### config.mk
export PLATFORM = sky130hd
export DESIGN_NAME = mem_stage_ctrl
export DESIGN_NICKNAME = d
export VERILOG_FILES = /design/src/rtl/mem_pkg.sv /design/src/rtl/mem_lane_align.sv /design/src/rtl/mem_stage_ctrl.sv
export SDC_FILE = /design/constraint.sdc
export NUM_CORES = 1
export LEC_CHECK = 0
export CORE_UTILIZATION = 42
export CTS_CLUSTER_SIZE = 10
export DETAILED_ROUTE_END_ITERATION = 8
export PLACE_DENSITY_LB_ADDON = 0.2
export SYNTH_ARGS = -nofsm -noshare
export SYNTH_HDL_FRONTEND = slang
export SYNTH_SLANG_ARGS = --single-unit
### constraint.sdc
create_clock -name clk -period 2.65 [get_ports clk]
set_clock_uncertainty 0.05 [all_clocks]
set_input_delay 0.53 -clock clk [delete_from_list [all_inputs] [get_ports clk]]
set_output_delay 0.53 -clock clk [all_outputs]
set_load 0.01 [all_outputs]
### src/rtl/mem_pkg.sv
// mem_pkg: shared types for the memory-stage controller.
//   mem_size_e  - access size encoding (byte/half/word/dword)
//   mem_state_e - controller FSM states
//   size_bytes  - number of bytes covered by an access size
package mem_pkg;

  typedef enum logic [1:0] {
    BYTE  = 2'd0,
    HALF  = 2'd1,
    WORD  = 2'd2,
    DWORD = 2'd3
  } mem_size_e;

  typedef enum logic [1:0] {
    IDLE      = 2'd0,
    REQ       = 2'd1,
    WAIT_RESP = 2'd2,
    HOLD      = 2'd3
  } mem_state_e;

  function automatic logic [3:0] size_bytes(mem_size_e size);
    case (size)
      BYTE:    return 4'd1;
      HALF:    return 4'd2;
      WORD:    return 4'd4;
      default: return 4'd8;
    endcase
  endfunction

endpackage

### src/rtl/mem_lane_align.sv
// mem_lane_align: combinational byte-lane steering between the register
// file view (LSB-aligned) and the cache word view (lane-positioned).
// Ports:
//   offset      in  byte offset of the access within the cache word
//   size        in  access size
//   is_unsigned in  zero-extend loads when set
//   rdata       in  full aligned cache word from a load response
//   store_data  in  LSB-aligned store operand
//   load_data   out rdata shifted down to bit 0 and sign/zero extended
//   wdata       out store_data shifted up to its byte lane
//   wstrb       out byte enables covering the store lanes
module mem_lane_align
  import mem_pkg::*;
#(
  parameter int XLEN   = 64,
  parameter int STRB_W = XLEN / 8,
  parameter int OFF_W  = $clog2(STRB_W)
) (
  input  logic [OFF_W-1:0]  offset,
  input  mem_size_e         size,
  input  logic              is_unsigned,
  input  logic [XLEN-1:0]   rdata,
  input  logic [XLEN-1:0]   store_data,
  output logic [XLEN-1:0]   load_data,
  output logic [XLEN-1:0]   wdata,
  output logic [STRB_W-1:0] wstrb
);

  logic [XLEN-1:0]   shifted;
  logic [XLEN-1:0]   keep_mask;
  logic              sign_bit;
  logic [STRB_W-1:0] base_strb;

  always_comb begin
    shifted   = rdata >> {offset, 3'b000};
    keep_mask = '1;
    sign_bit  = 1'b0;
    base_strb = '1;
    case (size)
      BYTE: begin
        keep_mask = XLEN'(8'hFF);
        sign_bit  = shifted[7];
        base_strb = STRB_W'(4'h1);
      end
      HALF: begin
        keep_mask = XLEN'(16'hFFFF);
        sign_bit  = shifted[15];
        base_strb = STRB_W'(4'h3);
      end
      WORD: begin
        // On a 32-bit datapath the mask is all ones, so no extension happens.
        keep_mask = XLEN'(32'hFFFF_FFFF);
        sign_bit  = shifted[31];
        base_strb = STRB_W'(4'hF);
      end
      default: ;
    endcase
    load_data = (shifted & keep_mask) |
                ((sign_bit && !is_unsigned) ? ~keep_mask : '0);
    wdata     = store_data << {offset, 3'b000};
    wstrb     = base_strb << offset;
  end

endmodule

### src/rtl/mem_stage_ctrl.sv
// mem_stage_ctrl: memory-stage controller between EX/MEM and MEM/WB.
// Accepts one op per in_valid/in_ready handshake, issues a single data
// cache request for loads/stores, and presents the result on out_*.
// Ports:
//   clk, reset            clock, synchronous active-high reset
//   in_*                  op from EX/MEM (valid/ready, flags, size, addr, data)
//   icache_busy           instruction cache owns the shared AXI port
//   req_*                 data cache request (valid/ready, write, addr, wdata, wstrb)
//   resp_valid/resp_rdata one-cycle cache response with the aligned word
//   out_*                 result to MEM/WB (valid/ready, data, fault)
//
// state     | meaning
// IDLE      | ready for a new op
// REQ       | request held for the cache, paused while icache_busy
// WAIT_RESP | request accepted, waiting for the response pulse
// HOLD      | result presented until MEM/WB takes it
module mem_stage_ctrl
  import mem_pkg::*;
#(
  parameter int XLEN   = 64,
  parameter int ADDR_W = 64,
  parameter int STRB_W = XLEN / 8
) (
  input  logic              clk,
  input  logic              reset,
  input  logic              in_valid,
  output logic              in_ready,
  input  logic              in_is_load,
  input  logic              in_is_store,
  input  logic [1:0]        in_size,
  input  logic              in_unsigned,
  input  logic [ADDR_W-1:0] in_addr,
  input  logic [XLEN-1:0]   in_store_data,
  input  logic              icache_busy,
  output logic              req_valid,
  input  logic              req_ready,
  output logic              req_write,
  output logic [ADDR_W-1:0] req_addr,
  output logic [XLEN-1:0]   req_wdata,
  output logic [STRB_W-1:0] req_wstrb,
  input  logic              resp_valid,
  input  logic [XLEN-1:0]   resp_rdata,
  output logic              out_valid,
  input  logic              out_ready,
  output logic [XLEN-1:0]   out_data,
  output logic              out_fault
);

  localparam int OFF_W = $clog2(STRB_W);

  mem_state_e        state, state_n;
  logic [ADDR_W-1:0] addr_q;
  mem_size_e         size_q;
  logic              unsigned_q;
  logic              write_q;
  logic [XLEN-1:0]   store_data_q;
  logic [XLEN-1:0]   out_data_q;
  logic              out_fault_q;

  logic              non_mem;
  logic              fault_c;
  logic [3:0]        nbytes;
  logic [2:0]        align_mask;
  logic [XLEN-1:0]   load_data;
  logic [XLEN-1:0]   wdata;
  logic [STRB_W-1:0] wstrb;
  logic              req_live;

  // Alignment check: the low address bits covered by the access size must be zero.
  always_comb begin
    non_mem    = !in_is_load && !in_is_store;
    nbytes     = size_bytes(mem_size_e'(in_size));
    align_mask = nbytes[2:0] - 3'd1;
    fault_c    = ((in_addr[2:0] & align_mask) != 3'd0) ||
                 ((XLEN == 32) && (in_size == 2'd3));
  end

  mem_lane_align #(
    .XLEN   (XLEN),
    .STRB_W (STRB_W),
    .OFF_W  (OFF_W)
  ) u_lane_align (
    .offset      (addr_q[OFF_W-1:0]),
    .size        (size_q),
    .is_unsigned (unsigned_q),
    .rdata       (resp_rdata),
    .store_data  (store_data_q),
    .load_data   (load_data),
    .wdata       (wdata),
    .wstrb       (wstrb)
  );

  always_ff @(posedge clk) begin
    if (reset) state <= IDLE;
    else       state <= state_n;
  end

  always_comb begin
    state_n   = state;
    in_ready  = 1'b0;
    req_valid = 1'b0;
    out_valid = 1'b0;
    case (state)
      IDLE: begin
        in_ready = 1'b1;
        if (in_valid) state_n = (non_mem || fault_c) ? HOLD : REQ;
      end
      REQ: begin
        req_valid = !icache_busy;
        if (req_valid && req_ready) state_n = WAIT_RESP;
      end
      WAIT_RESP: begin
        if (resp_valid) state_n = HOLD;
      end
      HOLD: begin
        out_valid = 1'b1;
        if (out_ready) state_n = IDLE;
      end
      default: state_n = IDLE;
    endcase
    if (reset) begin
      in_ready  = 1'b0;
      req_valid = 1'b0;
      out_valid = 1'b0;
    end
  end

  always_ff @(posedge clk) begin
    if (reset) begin
      addr_q       <= '0;
      size_q       <= BYTE;
      unsigned_q   <= 1'b0;
      write_q      <= 1'b0;
      store_data_q <= '0;
      out_data_q   <= '0;
      out_fault_q  <= 1'b0;
    end else if (in_valid && in_ready) begin
      addr_q       <= in_addr;
      size_q       <= mem_size_e'(in_size);
      unsigned_q   <= in_unsigned;
      write_q      <= in_is_store;
      store_data_q <= in_store_data;
      out_fault_q  <= !non_mem && fault_c;
      out_data_q   <= non_mem ? XLEN'(in_addr) : '0;
    end else if (state == WAIT_RESP && resp_valid) begin
      out_data_q   <= write_q ? '0 : load_data;
    end
  end

  // Request fields are only driven while a request is pending so the bus
  // reads zero otherwise; in REQ they come straight from the op registers.
  assign req_live  = (state == REQ) && !reset;
  assign req_write = req_live && write_q;
  assign req_addr  = req_live ? {addr_q[ADDR_W-1:OFF_W], {OFF_W{1'b0}}} : '0;
  assign req_wdata = (req_live && write_q) ? wdata : '0;
  assign req_wstrb = (req_live && write_q) ? wstrb : '0;
  assign out_data  = out_data_q;
  assign out_fault = out_fault_q;

endmodule

==> flow_metrics.py, run 1 <==
metrics = {
    "setup_path": {
        "cpMostUsedCell": "buf_4",
        "crit_slowest_cell": "dfxtp_4",
        "endpoint_kind": "output pin",
        "critPathMaxStageDelay_ns": 0.38,
        "reg2reg_slack_ns": 0.02,
        "required_ns": 2.07,
        "r2r_end": "out_data[57]",
        "reg2reg_depth": 11,
        "critPathKind": "reg -> out",
        "cp-start-kind": "flop",
        "path_cells": "buf_4, buf_4, or2_4, nor3_4, buf_6, buf_4, a22o_1, buf_2",
        "cp_max_fo": 6,
        "critPathArrivalTime_ns": 2.16,
        "reg2reg_from": "addr_q[0]",
    },
    "timing": {
        "finalHoldViolCount": 0,
        "worst_pin_slew_ns": 0.873,
        "rsz0062_at_grt": "true",
        "setup_ws_ns": -0.0856,
        "min_period_ns": 2.74,
        "whs_ns": 0.402,
        "slew_headroom": 0.418,
        "fmax_mhz": 366,
        "timing.final.crit_share": 1.03,
        "maxSlewViolCount": 0,
        "finalSetupViolations": 11,
    },
    "final_layout": {
        "nNetsFinal": 2171,
        "fill_cells": 2412,
        "multi_input_area_um2": 7610,
        "synthToLayoutAreaGrowth_pct": 53.6,
        "stdcell_count": 2357,
        "layout-drive-gt1-share": 0.197,
        "seq_area_um2": 4000,
    },
    "global_routing": {
        "grt_max_degree": 180,
        "grt_usage": 0.344,
        "met2_usage": 0.605,
        "overflow": 0,
        "grt_first_pass_wirelength_um": 75900,
        "antenna_found_initial": 4,
        "use_met3": 0.0781,
        "grtUsageMet1": 0.388,
        "grt_pass1_vias": 12900,
        "grt_busiest_layer": "met2",
    },
    "placement": {
        "place_inst": 2258,
        "gp_congestion": 0.990,
        "io_buffers": 405,
        "hpwlAfterDp_um": 36200,
    },
    "logic_synthesis": {
        "synth-edff-count": 0,
        "syn_inst": 1525,
        "yosysTopAreaCell": "dfxtp_1",
        "synthTopCellsByArea": "dfxtp_1 (34%), nand2_1 (11%), mux2i_1 (6.3%), mux4_2 (6.3%), a21oi_1 (4.5%)",
        "synth_top_area_frac": 0.335,
        "synth-seq-cells": 199,
        "ys_seq_area_frac": 0.335,
        "synth_ff_type": "dfxtp_1",
        "synth-async-reset-ratio": 0,
        "avgSynthCellArea_um2": 7.79,
        "yosys_warnings": 0,
        "syn-cell-area_um2": 11900,
        "ys_types": 52,
    },
    "clocking": {
        "insertion_delay_ns": 0.44,
        "cts.clk_slew.worst_paths_ns": 0.07,
        "cts_root_buffer": "clkbuf_16",
        "clock_path_buffers": 2,
        "htreeDepth": 4,
        "clkSinkCount": 199,
        "cts_tree": "yes",
        "cts_buffers": 17,
    },
    "route": {
        "wl_um": 52100,
        "vias": 13600,
        "dr.pass1.iters": 6,
        "drt-vias-per-instance": 5.76,
        "ant_nets": 0,
        "detail_route.iter0.violations": 1243,
        "wl_per_cell_um": 22.1,
        "post-route-drc-count": 0,
    },
    "floorplanning": {
        "row_count": 61,
        "core_um2": 27800,
        "initial_core_util": 0.428,
        "die_height_um": 170,
        "dieArea_um2": 29000,
        "pin_count": 409,
        "dieWidth_um": 170,
    },
    "power_and_ir_drop": {
        "combPwrFrac": 0.436,
        "max-vdd-ir-drop_v": 0.000457,
        "power_frac_clock": 0.231,
        "p_sw_frac": 0.380,
        "power.density_nw_per_um2": 679,
        "p_leak_nw": 7.39,
        "switching_power_mw": 4.70,
        "pwr-share-seq": 0.333,
        "p_int_mw": 7.69,
    },
    "hold_path": {
        "min_path_cells": 2,
        "hold_path_class": "reg -> reg",
        "hold_end": "addr_q[4]",
        "min-delay-start": "addr_q[4]",
    },
    "flow_run": {
        "maxCapViolations": 0,
    },
    "outcome": {
        "status": "complete, but fails checks",
        "violations": "negative setup slack",
    },
}
-- cells in the final DEF (no fill, tap or decap), types with 13 or more instances in the layout --
cell               n
nand2_1          351
clkdlybuf4s50_1  269
dfxtp_1          194
a21oi_1          104
nor2_1           101
buf_4             97
mux2i_1           74
and2_1            69
nand3b_1          69
a211oi_1          45
o21ai_0           45
buf_2             44
dlygate4sd2_1     41
mux4_2            33
buf_6             32
buf_12            25
clkdlybuf4s15_1   23
mux2_2            21
o21ai_1           21
a22oi_1           21
clkbuf_16         21
nor3_1            17
a221oi_1          15
a31oi_1           15
a2bb2oi_1         14
nor2b_1           13
-- cell usage after synthesis (all sizes together), types with 4 or more instances --
master / instances
dfxtp: 199
and2: 80
a32oi: 7
inv: 13
nand3: 5
a22oi: 26
a22o: 7
o21ai: 76
buf: 40
a221oi: 17
a2bb2oi: 14
nor2: 106
mux4: 33
a211oi: 45
a31o: 4
o22ai: 11
mux2i: 75
a21oi: 106
a31oi: 15
mux2: 28
o211ai: 8
clkbuf: 98
nand2: 360
and3: 17
nor2b: 15
nand3b: 69
ha: 5
nor3: 22
-- power by group through the flow --
| stage | Clock (mW) | Combinational, mW | Sequential, mW |
|---|---|---|---|
| after floorplan | 0 | 2.54 | 4.13 |
| after CTS | 2.87 | 5.09 | 4.10 |
| final | 2.86 | 5.41 | 4.13 |
| after global placement | 0 | 4.68 | 4.12 |
| after global routing | 3.02 | 5.75 | 4.18 |
| after detailed placement | 0 | 4.76 | 4.15 |
-- critical path, delay by kind of cell (launching register included) --
| kind | cells | cell delay, ns |
|---|---|---|
| DFF | 1 | 0.38 |
| buffers and inverters | 5 | 0.71 |
| AOI/OAI and AO/OA | 1 | 0.17 |
| and+or+nand+nor | 2 | 0.46 |
-- cells by family after synthesis --
logic type               share of synthesized area
AO/OA/AOI/OAI                                0.188
adder cells (fa/ha/maj)                    0.00527
buffers and inverters                       0.0517
flip-flops                                   0.335
multiplexers                                 0.152
other                                     0.000316
AND/OR/NAND/NOR                              0.267
-- sequential cells by signal, summed over array words and instances (netlist names) --
signal / flops
out_data: 64
unsigned_q: 1
addr_q: 64
size_q: 2
state: 2
out_fault: 1
write_q: 1
store_data_q: 64
-- how the worst max path moves through the flow --
| stage | cells after the start | end | from |
|---|---|---|---|
| 3_5_place_dp | 8 | out_data[57] | resp_rdata[55] |
| 3_3_place_gp | 8 | out_data[35] | resp_rdata[63] |
| 4_1_cts | 5 | req_wdata[40] | addr_q[0] |
| 5_1_grt | 10 | req_wdata[37] | state[1] |
| 6_report | 8 | req_wdata[37] | addr_q[0] |
| 2_1_floorplan | 9 | req_wdata[55] | addr_q[1] |
-- layer usage --
layer,routed length [um],vias up,part of all wire
met5,0,-,0
met4,2660,0,0.051
met3,4840,171,0.093
met2,25600,784,0.49
met1,19000,6407,0.36
li1,-,6225,-
-- timing repair --
action / 4_1_cts / 5_1_grt
pin swaps: 12 / 21
cloned: 6 / 5
hold endpoints to repair: 0 / 0
setup endpoints to repair: 135 / 119
gates resized for setup: 377 / 123
setup buffers: 25 / 30
hold buffers: 0 / 0
-- through the flow --
step           instance area (um2)  power (mW)  setup slack (ns)  TNS (ns)   util
6_report                     18300        12.4           -0.0856    -0.476  0.657
3_5_place_dp                 16700        8.92            -0.279    -10.62  0.602
4_1_cts                      17700        12.1            -0.216    -0.730  0.638
3_3_place_gp                 16700        8.80            -0.217     -7.97  0.602
2_1_floorplan                11900        6.66           0.00182         0      -
5_1_grt                      18300        13.0            -0.135     -2.58  0.657
-- cell type report --
| cell class | count | area share |
|---|---|---|
| multi-input cells | 1177 | 0.417 |
| repair buffers | 554 | 0.299 |
| flip-flops and latches | 199 | 0.219 |
| well taps | 378 | 0.0259 |
| clock buffers | 18 | 0.0241 |
| clock inverters | 14 | 0.0110 |
| inverters | 13 | 0.00281 |
| diodes | 4 | 0.000548 |
No activity file was read; power rests on OpenSTA's default activity.
==> run 2: changes to the inputs <==
--- a/config.mk
+++ b/config.mk
@@ -5,6 +5,7 @@
 export SDC_FILE = /design/constraint.sdc
 export NUM_CORES = 1
 export LEC_CHECK = 0
+export CORE_MARGIN = 3
 export CORE_UTILIZATION = 42
 export CTS_CLUSTER_SIZE = 10
 export DETAILED_ROUTE_END_ITERATION = 8
==> run 2 against run 1 <==
The run still ends with negative setup slack left. Global-route usage is 1.7 points lower. Critical path depth is 2 lower. Sequential share of layout area is essentially flat. Worst setup slack gained 0.044 ns. Utilization up 0.84 points. Cell area decreased by 0.11%. Maximum frequency grew 1.7%. Largest cell class unchanged. Largest power group unchanged.
==> flow_metrics.py, run 2 (synthesis results as in run 1) <==
metrics = {
    "outcome": {
        "status": "complete, but fails checks",
        "violations": "negative setup slack",
    },
    "setup_path": {
        "cp-start-kind": "flop",
        "critPathMaxStageDelay_ns": 0.49,
        "critPathBufInv": 4,
        "cpMostUsedCell": "buf_6",
        "crit_slowest_cell": "mux4_2",
        "path_cells": "buf_6, buf_12, buf_4, mux4_2, a22o_1, buf_6",
        "required_ns": 2.07,
        "reg2reg_slack_ns": -0.01,
        "cp_top_family": "buffers and inverters",
        "cp_max_fo": 5,
        "endpoint_kind": "output pin",
        "critPathKind": "reg -> out",
        "critPathArrivalTime_ns": 2.11,
    },
    "power_and_ir_drop": {
        "power_mw": 12.2,
        "p_leak_nw": 7.46,
        "max-vdd-ir-drop_v": 0.000393,
        "power.density_nw_per_um2": 671,
    },
    "timing": {
        "finalHoldViolCount": 0,
        "rsz0062_at_grt": "true",
        "fmax_mhz": 372,
        "finalSetupViolations": 5,
        "maxSlewViolCount": 0,
        "setup_ws_ns": -0.0412,
        "whs_ns": 0.401,
        "slew_headroom": 0.570,
        "timing.final.crit_share": 1.02,
        "worst_pin_slew_ns": 0.644,
        "setup_tns_ns": -0.108,
        "min_period_ns": 2.69,
    },
    "route": {
        "wl_um": 52900,
        "vias": 13800,
        "drt-vias-per-instance": 5.85,
        "post-route-drc-count": 0,
        "detail_route.iter0.violations": 1467,
        "dr.pass1.iters": 6,
        "ant_nets": 0,
        "wl_per_cell_um": 22.5,
    },
    "clocking": {
        "cts_tree": "yes",
        "insertion_delay_ns": 0.45,
        "htreeDepth": 4,
        "holdBufCountCts": 0,
        "clock_path_buffers": 2,
        "cts.clk_slew.worst_paths_ns": 0.08,
        "cts_buffers": 17,
        "clkSinkCount": 199,
        "cts_root_buffer": "clkbuf_16",
    },
    "placement": {
        "place_ws_ns": -0.308,
        "place_inst": 2258,
        "io_buffers": 405,
        "hpwlAfterDp_um": 37700,
        "gp_congestion": 0.947,
        "placed_area_um2": 16700,
    },
    "final_layout": {
        "nNetsFinal": 2169,
        "postLayoutCoreUtil": 0.665,
        "final_common_cell": "nand2_1",
        "stdcell_count": 2351,
        "final_cell_mix": "nand2_1 (357), clkdlybuf4s50_1 (268), dfxtp_1 (194), nor2_1 (97), a21oi_1 (96)",
        "fill_cells": 2278,
        "layout-drive-gt1-share": 0.206,
        "synthToLayoutAreaGrowth_pct": 53.5,
        "final_area_um2": 18200,
    },
    "floorplanning": {
        "initial_core_util": 0.434,
        "die_height_um": 174,
        "row_count": 60,
        "pin_count": 409,
        "core_um2": 27400,
        "dieWidth_um": 174,
        "dieArea_um2": 30300,
    },
    "global_routing": {
        "antenna_found_initial": 10,
        "grt_first_pass_wirelength_um": 77900,
        "grt_usage": 0.327,
        "grt_pass1_vias": 13200,
        "grt_max_degree": 120,
        "overflow": 0,
    },
    "hold_path": {
        "hold_path_class": "reg -> reg",
    },
    "flow_run": {
        "maxCapViolations": 0,
    },
}
## run 2: cell types whose count changed in the layout (fill, tap and decap cells not counted), sizes merged, moves of 2 or more
cell           delta
bufinv            -2
clkdlybuf4s15    -22
dlygate4sd2      +21
clkbuf            -2
diode             +2
clkinv            +2
## run 2: layout make-up
class / instances / area, um2 / area share
diodes: 6 / 15.0 / 0.000823
clock buffers: 18 / 439 / 0.0241
clock inverters: 14 / 171 / 0.00940
inverters: 13 / 48.8 / 0.00268
multi-input cells: 1178 / 7740 / 0.425
flip-flops and latches: 199 / 4000 / 0.219
well taps: 372 / 465 / 0.0255
repair buffers: 551 / 5350 / 0.294
## run 2: where the power goes
part | leakage [nW] | switching (mW) | total, mW | internal (mW)
Sequential | 1.63 | 0.517 | 4.13 | 3.61
Combinational | 5.53 | 2.82 | 5.39 | 2.57
Clock | 0.298 | 1.40 | 2.71 | 1.31
## run 2: final timing paths
check	from	endpoint	cells after the start
setup reg to reg	addr_q[1]	out_data[23]	10
hold reg to reg	addr_q[22]	addr_q[22]	2
hold / removal	addr_q[22]	addr_q[22]	2
setup / recovery	addr_q[0]	req_wdata[36]	6
## run 2: per-layer routing
| metal | vias to the layer above | wire length (um) | global-route usage |
|---|---|---|---|
| met5 | - | 42 | 0 |
| met4 | 6 | 2720 | 0.152 |
| met3 | 177 | 4900 | 0.0843 |
| met2 | 786 | 25500 | 0.557 |
| met1 | 6547 | 19700 | 0.385 |
| li1 | 6237 | - | - |
## run 2: timing repair
item,in CTS,in global routing
gates resized for setup,414,100
pin swaps,13,37
setup endpoints to repair,142,115
setup buffers,31,14
gates cloned,9,5
## run 2: worst register-to-register path, cell delays in order (launching register included)
cell and delay (ns):
dfxtp_4 0.37, buf_6 0.13, buf_8 0.13, buf_12 0.13, mux2i_4 0.18, mux4_2 0.49, buf_4 0.16, o41a_1 0.42
o31ai_4 0.16, a221oi_2 0.12, nor3_1 0.23
